**config.mk**
```make
export PLATFORM = sky130hd
export DESIGN_NAME = matmul_tile_sequencer
export DESIGN_NICKNAME = d
export VERILOG_FILES = /design/src/rtl/matmul_tile_sequencer.sv
export SDC_FILE = /design/constraint.sdc
export NUM_CORES = 1
export LEC_CHECK = 0
export CAP_MARGIN = 20
export CORE_MARGIN = 8
export CORE_UTILIZATION = 54
export CTS_CLUSTER_DIAMETER = 30
export CTS_CLUSTER_SIZE = 40
export DETAILED_ROUTE_END_ITERATION = 16
export PLACE_DENSITY = 0.81
export SKIP_CTS_REPAIR_TIMING = 1
export SLEW_MARGIN = 40
export SYNTH_ARGS = -nofsm -noshare
export SYNTH_HDL_FRONTEND = slang
export SYNTH_SLANG_ARGS = --single-unit
```
**constraint.sdc**
```tcl
create_clock -name clk -period 2.9 [get_ports clk]
set_input_delay 0.29 -clock clk [delete_from_list [all_inputs] [get_ports clk]]
set_output_delay 0.29 -clock clk [all_outputs]
set_load 0.01 [all_outputs]
```
**src/rtl/matmul_tile_sequencer.sv**
```systemverilog
// Tile sequencer for the 8x8 matmul unit.
// Walks output/reduction tiles and drives activate, addresses and edge masks.
module matmul_tile_sequencer #(
  parameter int MAT_MUL_SIZE      = 8,
  parameter int LOG2_MAT_MUL_SIZE = 3,
  parameter int DIM_WIDTH         = 8,
  parameter int AWIDTH            = 10
) (
  input  logic                    clk,
  input  logic                    resetn,
  input  logic                    cmd_valid,
  output logic                    cmd_ready,
  input  logic [DIM_WIDTH-1:0]    cmd_m,
  input  logic [DIM_WIDTH-1:0]    cmd_n,
  input  logic [DIM_WIDTH-1:0]    cmd_k,
  input  logic [AWIDTH-1:0]       cmd_a_base,
  input  logic [AWIDTH-1:0]       cmd_b_base,
  input  logic [AWIDTH-1:0]       cmd_c_base,
  input  logic                    abort,
  output logic                    mm_activate,
  input  logic                    mm_busy,
  output logic [AWIDTH-1:0]       a_addr,
  output logic [AWIDTH-1:0]       b_addr,
  output logic [AWIDTH-1:0]       c_addr,
  output logic                    acc_clear,
  output logic                    c_we,
  output logic [MAT_MUL_SIZE-1:0] mask_a_rows,
  output logic [MAT_MUL_SIZE-1:0] mask_a_cols,
  output logic [MAT_MUL_SIZE-1:0] mask_b_rows,
  output logic [MAT_MUL_SIZE-1:0] mask_b_cols,
  output logic                    busy,
  output logic                    done,
  output logic                    err
);

  localparam int CW = DIM_WIDTH - LOG2_MAT_MUL_SIZE + 1;
  localparam int RW = LOG2_MAT_MUL_SIZE;

  typedef enum logic [2:0] {
    IDLE, ISSUE, WAIT_HI, WAIT_LO, WRITE, DONE
  } state_t;

  state_t state, state_nx;

  logic [CW-1:0]     mt, nt, kt;
  logic [CW-1:0]     mi, ni, ki;
  logic [RW-1:0]     rm, rn, rk;
  logic [AWIDTH-1:0] b_base, a_row, b_col;
  logic [AWIDTH-1:0] a_q, b_q, c_q;

  logic accept, zero_dim;
  logic last_mi, last_ni, last_ki;
  logic step_k, wr;
  logic [AWIDTH-1:0] nt_a, kt_a;

  function automatic logic [CW-1:0] tiles(
    input logic [DIM_WIDTH-1:0] d
  );
    logic [DIM_WIDTH:0] s;
    s = {1'b0, d} + (DIM_WIDTH+1)'(MAT_MUL_SIZE - 1);
    return s[DIM_WIDTH:RW];
  endfunction

  function automatic logic [MAT_MUL_SIZE-1:0] edge_mask(
    input logic          last,
    input logic [RW-1:0] r
  );
    if (last && r != '0)
      return (MAT_MUL_SIZE'(1) << r) - MAT_MUL_SIZE'(1);
    return '1;
  endfunction

  assign cmd_ready = (state == IDLE) && !mm_busy;
  assign accept    = cmd_valid && cmd_ready;
  assign zero_dim  = (cmd_m == '0) || (cmd_n == '0) || (cmd_k == '0);

  assign last_mi = (mi == mt - CW'(1));
  assign last_ni = (ni == nt - CW'(1));
  assign last_ki = (ki == kt - CW'(1));

  assign nt_a = {{(AWIDTH-CW){1'b0}}, nt};
  assign kt_a = {{(AWIDTH-CW){1'b0}}, kt};

  assign step_k = (state == WAIT_LO) && !mm_busy
                  && !last_ki && !abort;
  assign wr     = (state == WRITE) && !abort;

  always_comb begin
    state_nx = state;
    unique case (state)
      IDLE:    if (accept && !zero_dim) state_nx = ISSUE;
      ISSUE:   state_nx = WAIT_HI;
      WAIT_HI: if (mm_busy) state_nx = WAIT_LO;
      WAIT_LO: if (!mm_busy) state_nx = last_ki ? WRITE : ISSUE;
      WRITE:   state_nx = (last_mi && last_ni) ? DONE : ISSUE;
      DONE:    state_nx = IDLE;
      default: state_nx = IDLE;
    endcase
    if (abort && state != IDLE) state_nx = IDLE;
  end

  always_ff @(posedge clk or negedge resetn) begin
    if (!resetn) state <= IDLE;
    else         state <= state_nx;
  end

  always_ff @(posedge clk or negedge resetn) begin
    if (!resetn) begin
      mt <= '0; nt <= '0; kt <= '0;
      mi <= '0; ni <= '0; ki <= '0;
      rm <= '0; rn <= '0; rk <= '0;
      b_base <= '0; a_row <= '0; b_col <= '0;
      a_q <= '0; b_q <= '0; c_q <= '0;
      err <= 1'b0;
    end else begin
      err <= accept && zero_dim;
      if (accept) begin
        mt <= tiles(cmd_m);
        nt <= tiles(cmd_n);
        kt <= tiles(cmd_k);
        rm <= cmd_m[RW-1:0];
        rn <= cmd_n[RW-1:0];
        rk <= cmd_k[RW-1:0];
        mi <= '0; ni <= '0; ki <= '0;
        a_q    <= cmd_a_base;
        a_row  <= cmd_a_base;
        b_base <= cmd_b_base;
        b_col  <= cmd_b_base;
        b_q    <= cmd_b_base;
        c_q    <= cmd_c_base;
      end else if (step_k) begin
        ki  <= ki + CW'(1);
        a_q <= a_q + AWIDTH'(1);
        b_q <= b_q + nt_a;
      end else if (wr) begin
        ki  <= '0;
        c_q <= c_q + AWIDTH'(1);
        if (last_ni) begin
          // next output row: A restarts one row of K tiles further on
          ni    <= '0;
          mi    <= mi + CW'(1);
          a_row <= a_row + kt_a;
          a_q   <= a_row + kt_a;
          b_col <= b_base;
          b_q   <= b_base;
        end else begin
          ni    <= ni + CW'(1);
          a_q   <= a_row;
          b_col <= b_col + AWIDTH'(1);
          b_q   <= b_col + AWIDTH'(1);
        end
      end
    end
  end

  assign busy        = (state != IDLE);
  assign mm_activate = (state == ISSUE);
  assign acc_clear   = (state == ISSUE) && (ki == '0);
  assign c_we        = (state == WRITE);
  assign done        = (state == DONE);

  assign a_addr = a_q;
  assign b_addr = b_q;
  assign c_addr = c_q;

  assign mask_a_rows = busy ? edge_mask(last_mi, rm) : '0;
  assign mask_a_cols = busy ? edge_mask(last_ki, rk) : '0;
  assign mask_b_rows = busy ? edge_mask(last_ki, rk) : '0;
  assign mask_b_cols = busy ? edge_mask(last_ni, rn) : '0;

endmodule

```
# Yosys cells after proc, flatten, opt, wreduce, memory -nomap -nowiden
# Cells that the tools add are included.
[word_totals]
register_bits = 109
inputBits = 59
out_inout_bits = 69
wordCells = 129
[op_classes]
n_addsub = 17
eq_ne = 12
mux = 45
n_shift = 3
reduce_logical = 35
[op_table]
columns = ["op", "count"]
rows = [
  ["$mux W10", 15],
  ["$mux W8", 9],
  ["$mux W6", 11],
  ["$add A10 B1 Y10 const B", 3],
  ["$add A8 B3 Y9 const B", 3],
  ["$logic_not A8 Y1", 3],
  ["$shl A1 B3 Y8 const A", 3],
  ["$sub A8 B2 Y8 const B", 3],
  ["$add A10 B6 Y10", 2],
  ["$add A6 B1 Y6 const B", 3],
  ["$eq A6 B6 Y1", 3],
  ["$mux W3", 6],
  ["$sub A6 B1 Y6 const B", 3],
  ["$pmux W3 S5", 1],
  ["$reduce_bool A3 Y1", 5],
  ["$logic_and A1 B1 Y1", 14],
  ["$eq A3 B2 Y1 const B", 2],
  ["$eq A3 B3 Y1 const B", 2],
  ["$logic_not A6 Y1", 1],
  ["$reduce_and A3 Y1", 2],
  ["$logic_not A1 Y1", 4],
  ["$reduce_bool A2 Y1", 2],
  ["$eq A3 B1 Y1 const B", 1],
  ["$logic_not A3 Y1", 1],
  ["7 further kinds", 10],
]

# Logic depth before layout (Yosys ltp)
# Gate-level depths: netlist (run 1).
[logic_depth]
depth_word = 8
mapped_depth = 10
mapped_depth_nobuf = 8

# Worst setup path before layout (run 1)
# Ideal clock, no wire load.
[synth_path]
path_kind = "register -> output"
startpoint = "register kt[1]"
endpoint = "output port mask_b_rows[5]"
path_stages_with_launch = 11
arrival_time_ns = 2.357
n_path_buf = 2
required_time_ns = 2.610
setup_slack_ns = 0.253
cell_sequence = "dfrtp_1 inv_1 ha_1 xor2_1 nand2_1 or3_1 clkbuf_1 nor2_1 a21oi_1 a31o_2 buf_4"
[synth_via]
elab_chain_len = 6
[synth_rtl]
columns = ["element", "line_no", "rtl"]
rows = [
  ["from (decl)", "45", "logic [CW-1:0] mt, nt, kt;"],
  ["from (signal assigned)", "120", "kt <= tiles(cmd_k);"],
  ["$sub A6 B1 Y6", "79", "assign last_ki = (ki == kt - CW'(1));"],
  ["$eq A6 B6 Y1", "79", ""],
  ["$logic_and A1 B1 Y1", "--", ""],
  ["$mux W1", "--", ""],
  ["$mux W8 (2 in a row)", "--", ""],
  ["to (decl)", "29", "output logic [MAT_MUL_SIZE-1:0] mask_b_rows,"],
]
# No other way between the ends.

# Worst setup path in the final report (run 1)
[layout_path]
startpoint = "register nt[0]"
endpoint = "output port mask_b_cols[6]"
[layout_via]
elab_chain_len = 6
[layout_rtl]
columns = ["element", "line_no", "rtl"]
rows = [
  ["from (decl)", "45", ""],
  ["from (signal assigned)", "119", "nt <= tiles(cmd_n);"],
  ["$sub A6 B1 Y6", "78", "assign last_ni = (ni == nt - CW'(1));"],
  ["$eq A6 B6 Y1", "78", ""],
  ["$logic_and A1 B1 Y1", "68", "if (last && r != '0)"],
  ["$mux W1", "68", ""],
  ["$mux W8", "70", "return '1;"],
  ["$mux W8", "169", "assign mask_b_cols = busy ? edge_mask(last_ni, rn) : '0;"],
  ["to (decl)", "30", "output logic [MAT_MUL_SIZE-1:0] mask_b_cols,"],
]
# No other way between the ends.

==> results of run 1 <==
-- flip-flops by register name (all words and copies together) (netlist names) --
register  count
a_addr       10
a_row        10
b_addr       10
b_base       10
b_col        10
c_addr       10
ki            6
kt            6
mi            6
mt            6
ni            6
nt            6
rk            3
rm            3
rn            3
state         3
err           1
-- how the worst min path moves through the flow --
stage               slack, ns  startpoint         to
floorplan              -0.006      resetn  a_addr[0]
global placement         0.32      resetn  b_base[5]
detailed placement       0.32      resetn  b_base[5]
CTS                     -0.07      resetn  b_addr[4]
global route             0.48    cmd_k[1]      rk[1]
finish                   0.46      resetn  b_addr[5]
-- cells by family (layout without fill, tap and decap cells) --
logic type,count (synthesis),count (layout)
xor gates and xnor gates,65,65
adders and majority gates,27,27
AOI/OAI and AO/OA,245,245
DFF,109,109
buffers and inverters,85,220
and+or+nand+nor,354,354
muxes,5,5
-- stage by stage --
| stage | cell area [sq um] | setup WS, ns | hold slack [ns] |
|---|---|---|---|
| after floorplan | 7370 | 0.253 | -0.00559 |
| after global placement | 8940 | 0.121 | 0.324 |
| after detailed placement | 8940 | 0.0484 | 0.319 |
| after CTS | 9220 | -0.359 | -0.0669 |
| after global routing | 9390 | -0.00862 | 0.485 |
| final | 9390 | 0.0861 | 0.458 |
-- placed cells by master, fill, tap and decap left out, types with 8 or more instances in the layout --
cell | Yosys | final
a211oi_1 | 9 | 9
a21o_1 | 11 | 11
a21oi_1 | 57 | 55
a31o_2 | 8 | 8
a31oi_1 | 9 | 9
and2_1 | 9 | 8
and3_1 | 14 | 14
buf_4 | 12 | 48
clkbuf_16 | 0 | 9
clkdlybuf4s50_1 | 0 | 101
dfrtp_1 | 109 | 109
dlymetal6s2s_1 | 0 | 24
ha_1 | 25 | 24
inv_1 | 26 | 26
nand2_1 | 146 | 146
nand2b_1 | 9 | 9
nand3_1 | 40 | 40
nand4_1 | 17 | 17
nor2_1 | 44 | 42
nor3_1 | 25 | 23
o211ai_1 | 14 | 14
o21ai_0 | 76 | 76
or3_1 | 10 | 9
xnor2_1 | 27 | 27
xor2_1 | 38 | 38
-- critical path: stages (launching register included) --
cell	delay (ns)
dfrtp_1	0.41
or3_4	0.39
or4_1	0.53
nand4_2	0.13
nor2_1	0.04
buf_4	0.15
buf_4	0.17
a21oi_1	0.15
dlymetal6s2s_1	0.18
-- metal layers --
layer,track usage [%],vias up
met2,38.6,271
met3,4.39,48
met1,31.0,3505
met4,9.40,0
li1,-,3479
met5,0,-
-- power groups by stage --
stage	Clock, uW	Combinational (uW)	Sequential (uW)
4_1_cts	1200	5840	2940
3_5_place_dp	0	5800	2960
5_1_grt	1250	6530	3050
3_3_place_gp	0	5660	2940
6_report	1190	5940	2960
2_1_floorplan	0	3640	2830
-- area by class of cell --
cell class,count,share of cell area [%]
Clock buffer,10,2.44
Clock inverter,6,0.520
Inverter,27,1.08
Multi-Input combinational cell,696,46.2
Sequential cell,109,29.1
Tap cell,176,2.35
Timing Repair Buffer,177,18.4
==> summary.md, run 1 <==
| Metric | Value |
|---|---|
| Status | finished, final reports clean |
| Clock Power Share | 11.8% |
| DP HPWL | 15800 um |
| Worst r2r dst | b_addr[8] |
| Worst slew pin tran | 0.644 ns |
| Synth Area in XOR/XNOR | a little under 8% |
| Inserted Clock Buffers | 9 |
| Remaining antenna violation count | 0 |
| Cell Count, Final, Fillers Out | 1201 |
| Fraction of layout cells with a size suffix above 1 | 9.76% |
| CTS tree | yes |
| LEAKAGE | ~0.0042 uW |
| Detailed-route DRC error count | 0 |
| Std-Cell Rows | between 40 and 50 |
| CP required | 2.61 ns |
| Vias in the first global route | just under 7k |
| Combinational group share of total power | 58.9% |
| Slew Viols, Final | 0 |
| Gp weighted congestion | 0.897 |
| Distinct cells, synth | 68 |
| Register Area | around 2700 sq um |
| Count leader, synth | nand2_1 |
| ANT cells | 0 |
| Final Hold Viols | 0 |
| Critical Path Start | nt[0] |
| Internal | roughly 5500 uW |
| Crit path max fanout | 10 |
| Root Buffer | clkbuf_16 |
| CTS Buffer Depth | 2 |
| Compound-Gate Fraction of Synth Area | 21.1% |
| Area grow syn2layout | 27.4% |
| Max Cap Violations | 0 |
| Filler Cell Count | roughly 1.1k |
| Primary FF master, synth | dfrtp_1 |
| Asr flop ratio synth | 100% |
| Yosys reg bits | 109 |
| DR vias | around 7.3k |
| Synthesized area per cell | 8.28 sq um |
| IO Pins | about 130 |
| Mux contribution to synthesized area | 0.696% |
| WL met3 | 1400 um |
| Adder-cell share of the synthesized area | 4.79% |
| Via density | about 6.1 |
| Clock latency at the later pin of the worst-skew pair | 0.36 ns |
| Switching part of the total power | between 40% and 50% |
| Pre-antenna DRT Iters | 5 |
| M1 WL | 9160 um |
| HP Class | input pin to async pin |
| Crit Reg-Reg Startpoint | kt[0] |
| FF-to-FF setup slack | 0.36 ns |
| Global-route wire length before repair | 34900 um |
| Tmin final | 2.81 ns |
| Crit. End Element | output pin |
| Cell area after synthesis | approximately 7400 sq um |
| Initial Util | 55.4% |
| Clock Skews | between 0.008 and 0.009 ns |
| Htree depth | 3 |
| Main area contributors after synthesis | dfrtp_1 37%, nand2_1 7.4%, o21ai_0 5.2%, xor2_1 4.5%, ha_1 4.2% |
| Kind of critical path | register to output pin |
| Fin crit share | 97.0% |
| Startpoint Class | register |
| Critical Path AT | 2.52 ns |
| Multi-input gate area | 4340 sq um |
| Post-synthesis sequential area ratio | 37.0% |
| Antenna violations before repair | 0 |
| Synth Area in Simple Gates | about a quarter |
| Area share of the leading cell type in the synthesized netlist | 37.0% |
| Uppermost layer routed | met4 |
| NetSw | 4550 uW |
| Die height | roughly 130 um |
| Drt first-iter violations | 629 |
| Placed insts | 1176 |
| Met2 Wirelength | between 10000 and 15000 um |
| Largest net degree at the start of global routing | 62 |
| Wirelength, routed | 21500 um |
| Total Power | 10100 uW |
| Synth warn | 0 |
| GRT Util Overall | 23.9% |
| Yosys top cell by area | dfrtp_1 |
| Max IR drop VDD | around 0.00058 V |
| Die Span X | about 130 um |
| Max-slew headroom | 56.9% |
| Commonest cells post-synth | 146 x nand2_1, 109 x dfrtp_1, 76 x o21ai_0 |
| Worst r2r path cells | 10 |
| Post-layout util | 70.6% |
| Flop pwr share | 29.4% |
| Crit path to | mask_b_cols[6] |
| NumNets Final | ~1.1k |
| Pwr Density | around 1100 nW/um^2 |
| Mapped Nets | roughly 1000 |
| Final setup violation count | 0 |
| Wire per inst | 17.9 um |
| IO Port Bufs | 127 |
| CTS Sinks | 109 |
| Setup Total Neg Slack | 0 ns |
| Fmax | 0.355 GHz |
| Grt ovf | 0 |
| Core ar. | 13300 sq um |
| Clock transition at path regs | 0.08 ns |
| Die ar. | 17600 sq um |
| Syn Inst Count | 890 |
| Largest family of logic cells by synthesized area | simple AND/OR/NAND/NOR gates |
| EDFF count, synth | 0 |
Power figures use the tool's default switching activity.
==> inputs of run 2 (changes only) <==
--- a/config.mk
+++ b/config.mk
@@ -12,7 +12,6 @@
 export CTS_CLUSTER_SIZE = 40
 export DETAILED_ROUTE_END_ITERATION = 16
 export PLACE_DENSITY = 0.81
-export SKIP_CTS_REPAIR_TIMING = 1
 export SLEW_MARGIN = 40
 export SYNTH_ARGS = -nofsm -noshare
 export SYNTH_HDL_FRONTEND = slang
==> summary.md, run 2 (same netlist as run 1, synthesis figures left out) <==
| Metric | Value |
|---|---|
| Status | finished, final reports clean (unchanged) |
| ANT cells | 0 (unchanged) |
| GRT Util Overall | 24.1% (was 23.9%) |
| IO Port Bufs | 127 (unchanged) |
| Final setup violation count | 0 (unchanged) |
| Pre-antenna DRT Iters | 5 (unchanged) |
| Fin crit share | 98.0% (was 97.0%) |
| Slew Viols, Final | 0 (unchanged) |
| Die Span X | 133 um (unchanged) |
| Wire per inst | 18.1 um (was 17.9 um) |
| Std-Cell Rows | 42 (unchanged) |
| Critical Path Start | nt[0] (unchanged) |
| CP max stage cell | dfrtp_1 (was or4_1) |
| Clock Skews | 0.00661 ns (was 0.00819 ns) |
| Crit. End Element | output pin (unchanged) |
| Cell Area, Placed | 8940 sq um (unchanged) |
| Antenna violations before repair | 0 (unchanged) |
| Tmin final | 2.84 ns (was 2.81 ns) |
| Finished Cell Area | 9390 sq um (about the same) |
| Root Buffer | clkbuf_16 (unchanged) |
| Critical Path AT | 2.55 ns (was 2.52 ns) |
| Most frequent cells in the layout | 146 x nand2_1, 109 x dfrtp_1, 100 x clkdlybuf4s50_1 (was 146 x nand2_1, 109 x dfrtp_1, 101 x clkdlybuf4s50_1) |
| Max IR drop VDD | 0.000687 V (was 0.000583 V) |
| Worst slew pin tran | 0.702 ns (was 0.644 ns) |
| NumNets Final | 1111 (was 1106) |
| Placed insts | 1176 (unchanged) |
| Htree depth | 3 (unchanged) |
| Clock latency at the later pin of the worst-skew pair | 0.36 ns (about the same) |
| LEAKAGE | 0.00410 uW (was 0.00419 uW) |
| Max Cap Violations | 0 (unchanged) |
| CTS Buffer Depth | 2 (unchanged) |
| Via density | 6.06 (was 6.08) |
| Fraction of layout cells with a size suffix above 1 | 11.1% (was 9.76%) |
| HP Class | input pin to async pin (unchanged) |
| Die height | 133 um (unchanged) |
| Final Hold Viols | 0 (unchanged) |
| CP required | 2.61 ns (about the same) |
| Most frequent CP cell | buf_4 (unchanged) |
| Inserted Clock Buffers | 9 (unchanged) |
| DP HPWL | 15800 um (unchanged) |
| Commonest non-fill, non-tap cell in the layout | nand2_1 (unchanged) |
| DR vias | 7303 (unchanged) |
| Largest net degree at the start of global routing | 62 (unchanged) |
| Initial Util | 55.4% (unchanged) |
| Gp weighted congestion | 0.897 (unchanged) |
| Max-slew headroom | 53.0% (was 56.9%) |
| Crit path max fanout | 3 (was 10) |
| Fmax | 0.352 GHz (was 0.355 GHz) |
| Crit Reg-Reg Startpoint | nt[0] (was kt[0]) |
| CTS Sinks | 109 (unchanged) |
| Vias in the first global route | 6940 (was 6877) |
| IO Pins | 128 (unchanged) |
| Hold_ws | 0.451 ns (was 0.458 ns) |
| Setup Total Neg Slack | 0 ns (unchanged) |
| Startpoint Class | register (unchanged) |
| Slowest Stage Delay on Critical Path | 0.40 ns (was 0.53 ns) |
| Kind of critical path | register to output pin (unchanged) |
| Global-route wire length before repair | 35200 um (was 34900 um) |
| Pwr Density | 1080 nW/um^2 (was 1070 nW/um^2) |
| Grt ovf | 0 (unchanged) |
| Cells along the critical path | buf_4, inv_4, ha_4, or3b_1, a211oi_2, nand4_2, nor2_1, buf_4, a21oi_2, a31o_2, buf_2 (was or3_4, or4_1, nand4_2, nor2_1, buf_4, buf_4, a21oi_1, dlymetal6s2s_1) |
| Detailed-route DRC error count | 0 (unchanged) |
| Clock transition at path regs | 0.08 ns (about the same) |
| Die ar. | 17600 sq um (unchanged) |
| Post-layout util | 70.6% (about the same) |
| Core ar. | 13300 sq um (unchanged) |
| Area grow syn2layout | 27.4% (about the same) |
| CTS tree | yes (unchanged) |
| Drt first-iter violations | 607 (was 629) |
| Remaining antenna violation count | 0 (unchanged) |
| Cell Count, Final, Fillers Out | 1206 (was 1201) |
| Wirelength, routed | 21800 um (was 21500 um) |
[run 2: layer usage]
layer | routed length (um) | global-route usage, %
met4 | 628 | 10.0
met2 | 10600 | 38.9
met1 | 9310 | 30.8
met5 | 0 | 0
met3 | 1300 | 4.66
[run 2: layout make-up]
type                       count  area [sq um]
clock buffer                  10           229
clock inverter                 6          48.8
fill                        1061          3900
inverter                      27           104
multi-input combinational    696          4370
sequential                   109          2730
tap                          176           220
timing repair buffer         182          1690
[run 2: worst max-delay path, delay by kind of cell (launching register included)]
family / cells / cell delay (ns)
DFF: 1 / 0.40
buffers and inverters: 4 / 0.51
AOI/OAI and AO/OA: 3 / 0.56
and+or+nand+nor: 3 / 0.61
adders and majority gates: 1 / 0.12
[run 2: final timing paths]
path,end,slack [ns],cells past startpoint
setup / recovery,mask_b_cols[5],0.06,11
hold / removal,b_addr[5],0.45,2
setup reg to reg,a_row[3],0.12,12
hold reg to reg,b_base[5],0.48,2
max in group asynchronous,a_row[6],1.63,3
min in group clk,c_addr[7],0.47,3
[run 2: timing repair]
| item | in CTS | in global routing |
|---|---|---|
| pin swaps | 3 | 6 |
| endpoints found under the hold margin | 39 | 0 |
| setup buffers | 9 | 4 |
| hold buffers | 1 | 0 |
| setup endpoints to repair | 26 | 24 |
| gates resized for setup | 29 | 32 |
[run 2: through the flow]
| step | total power (uW) | worst slack, ns |
|---|---|---|
| 2_1_floorplan | 6480 | 0.253 |
| 3_3_place_gp | 8600 | 0.121 |
| 3_5_place_dp | 8760 | 0.0484 |
| 4_1_cts | 9970 | 0.00172 |
| 5_1_grt | 10900 | -0.0352 |
| 6_report | 10200 | 0.0590 |
[run 2: power by group]
group | internal [uW] | leakage, uW | switching (uW)
Sequential | 2140 | 0.00135 | 820
Combinational | 2800 | 0.00262 | 3210
Clock | 590 | 0.000125 | 608
==> RTL change: new RTL, settings of run 2 <==
Reset style: synchronous (`resetn`), changed in 2 clocked blocks.
--- a/src/rtl/matmul_tile_sequencer.sv
+++ b/src/rtl/matmul_tile_sequencer.sv
@@ -99,12 +99,12 @@
     if (abort && state != IDLE) state_nx = IDLE;
   end
 
-  always_ff @(posedge clk or negedge resetn) begin
+  always_ff @(posedge clk) begin
     if (!resetn) state <= IDLE;
     else         state <= state_nx;
   end
 
-  always_ff @(posedge clk or negedge resetn) begin
+  always_ff @(posedge clk) begin
     if (!resetn) begin
       mt <= '0; nt <= '0; kt <= '0;
       mi <= '0; ni <= '0; ki <= '0;
Function: differs if resetn is asserted again (counterexample within 4 cycles, from zero or initial values and one cycle with resetn low); with resetn held inactive, the same outputs for 4 cycles.
==> RTL change against run 2 <==
Worst setup slack worse by 0.0029 ns. Area after synthesis is 7.8% lower. Via count shrank 7.1%. Sequential cell count stayed put. Synthesized cell count is 2.6% lower. Cell area down 7.6%. Routed wire length decreased by 9.9%. Final cell count down 3.3%.
Power is not compared: it rests on default switching activity, and its combinational part moved more than twofold at a synthesized area within 25%.
==> RTL change: results (changes against run 2) <==
stage	metric	value	unit	change
routing	wl_per_cell	16.9	microns	-6.8%
sta	holdWs	0.459	ns	+0.00838 ns
pwr	max-vdd-ir-drop	0.272	mV	
synth	async_flop_share	0		-1.00
grt	grt_pass1_wl	31.9	mm	-9.4%
clocking	cts_made_buffers	9		unchanged
synth	synth_area_leaders	dfxtp_1, a21oi_1, nand2_1, nor2_1, xnor2_1		
setup_path	crit_path_top_delay_cell	a2111oi_1		
setup_path	rrSetupSlack	0.10	ns	-0.02 ns
grt	grt_pass1_vias	6685		-3.7%
worst_hold_path	hold_class	register to register		
status	status	complete, no violations		
synth	ys_types	71		+4.4%
setup_path	critPathMaxFanout	5		+2
sta	final.setup.worst_slack	0.0560	ns	-0.00293 ns
setup_path	reg2reg_depth	10		-2
synth	yosys-top-cells-count	dfxtp_1, nand2_1, nor2_1		
synth	yosysSeqAreaShare	0.321		-0.0489
clocking	ctsRootBufferMaster	clkbuf_16		
placement	post_dp_cell_area	8330	sq um	-6.9%
sta	skew	0.00578	ns	-0.000836 ns
clocking	path_clk_slew	0.07	ns	
placement	io_buffer_count	127		unchanged
routing	drt_first_pass_iters	5		unchanged
routing	ant_nets	0		unchanged
clocking	h-tree-depth	3		unchanged
routing	drt-vias-per-instance	5.82		-3.9%
clocking	cts_buffer_depth	2		unchanged
synth	yosys_warnings	0		unchanged
placement	place_ws	0.155	ns	+0.107 ns
sta	tightest_slew	0.856	ns	+0.154 ns
grt	antenna_found_initial	0		unchanged
final_layout	fin_nets	1075		-3.2%
worst_hold_path	hold_depth	2		
placement	gp_congestion	0.884		-1.4%
clocking	clock_latency	0.35	ns	
setup_path	crit_family	buffers and inverters		
setup_path	cpPeakStageDelay	0.46	ns	+0.06 ns
final_layout	antenna_cells	0		unchanged
grt	gr-usage-all-layers	0.237		-0.00383
final_layout	drive_gt1_frac	0.0936		-0.0171
grt	grt_start_max_net_pins	34		-45%
routing	drt_iter0_drc	480		-21%
pwr	p_leak	3.51	nW	
synth	syn-num-nets	953		-2.4%
placement	hpwl	14.3	mm	-9.5%
==> RTL change: per-layer routing <==
metal,share of wire,GRT usage,routed length [microns]
met1,0.44,0.293,8730
met2,0.46,0.399,9100
met3,0.068,0.0433,1340
met4,0.025,0.0909,486
met5,0,0,0
==> RTL change: final timing paths <==
path                           from                endpoint
max              mt[0]$_SDFFE_PN0P_          mask_a_rows[3]
min          b_base[4]$_SDFFE_PN0P_  b_base[4]$_SDFFE_PN0P_
max reg2reg      kt[0]$_SDFFE_PN0P_  a_addr[2]$_SDFFE_PN0P_
min reg2reg  b_base[4]$_SDFFE_PN0P_  b_base[4]$_SDFFE_PN0P_
==> RTL change: report_power, final <==
part           internal [mW]  switching (mW)  leakage, nW
Combinational          0.833           0.874         2.48
Clock                  0.627           0.558        0.138
Sequential              1.64           0.183        0.892
==> RTL change: worst register-to-register path: stages, from the launching register on <==
cell and delay [ns]:
dfxtp_1 0.31, or3_4 0.40, or4_4 0.44, a2111oi_4 0.39
buf_4 0.17, buf_4 0.09, buf_4 0.10, a21oi_4 0.05
buf_4 0.23, or3_1 0.35, a211oi_2 0.18
==> RTL change: layout make-up <==
class / count / area (sq um)
Fill cell: 1041 / 3780
Timing Repair Buffer: 167 / 1580
Clock buffer: 12 / 256
Tap cell: 172 / 215
Clock inverter: 4 / 22.5
Sequential cell: 109 / 2190
Multi-Input combinational cell: 681 / 4340
Inverter: 21 / 78.8
==> RTL change: timing repair <==
action | 4_1_cts | 5_1_grt
pin swaps | 3 | 4
gates resized for setup | 30 | 20
endpoints found under the setup margin | 28 | 21
setup buffers | 4 | 3
==> RTL change: through the flow <==
stage	instances	setup TNS [ns]	util	power, mW
after global routing	1166	-0.463	0.696	4.97
after detailed placement	1143	0	0.668	3.62
after global placement	1143	0	0.668	3.59
after floorplan	867	0	-	2.84
final	1166	0	0.696	4.71
after CTS	1163	-0.0493	0.693	4.73
==> RTL change: cells by family (layout without fill, tap and decap cells) <==
family | count (synthesis) | in the layout | share of synthesized area
flip-flops | 109 | 109 | 0.321
buffers and inverters | 77 | 204 | 0.0503
multiplexers | 19 | 19 | 0.0291
AND/OR/NAND/NOR | 339 | 339 | 0.237
adder cells (fa/ha/maj) | 27 | 27 | 0.0519
AO/OA/AOI/OAI | 222 | 222 | 0.215
XOR/XNOR | 74 | 74 | 0.0954
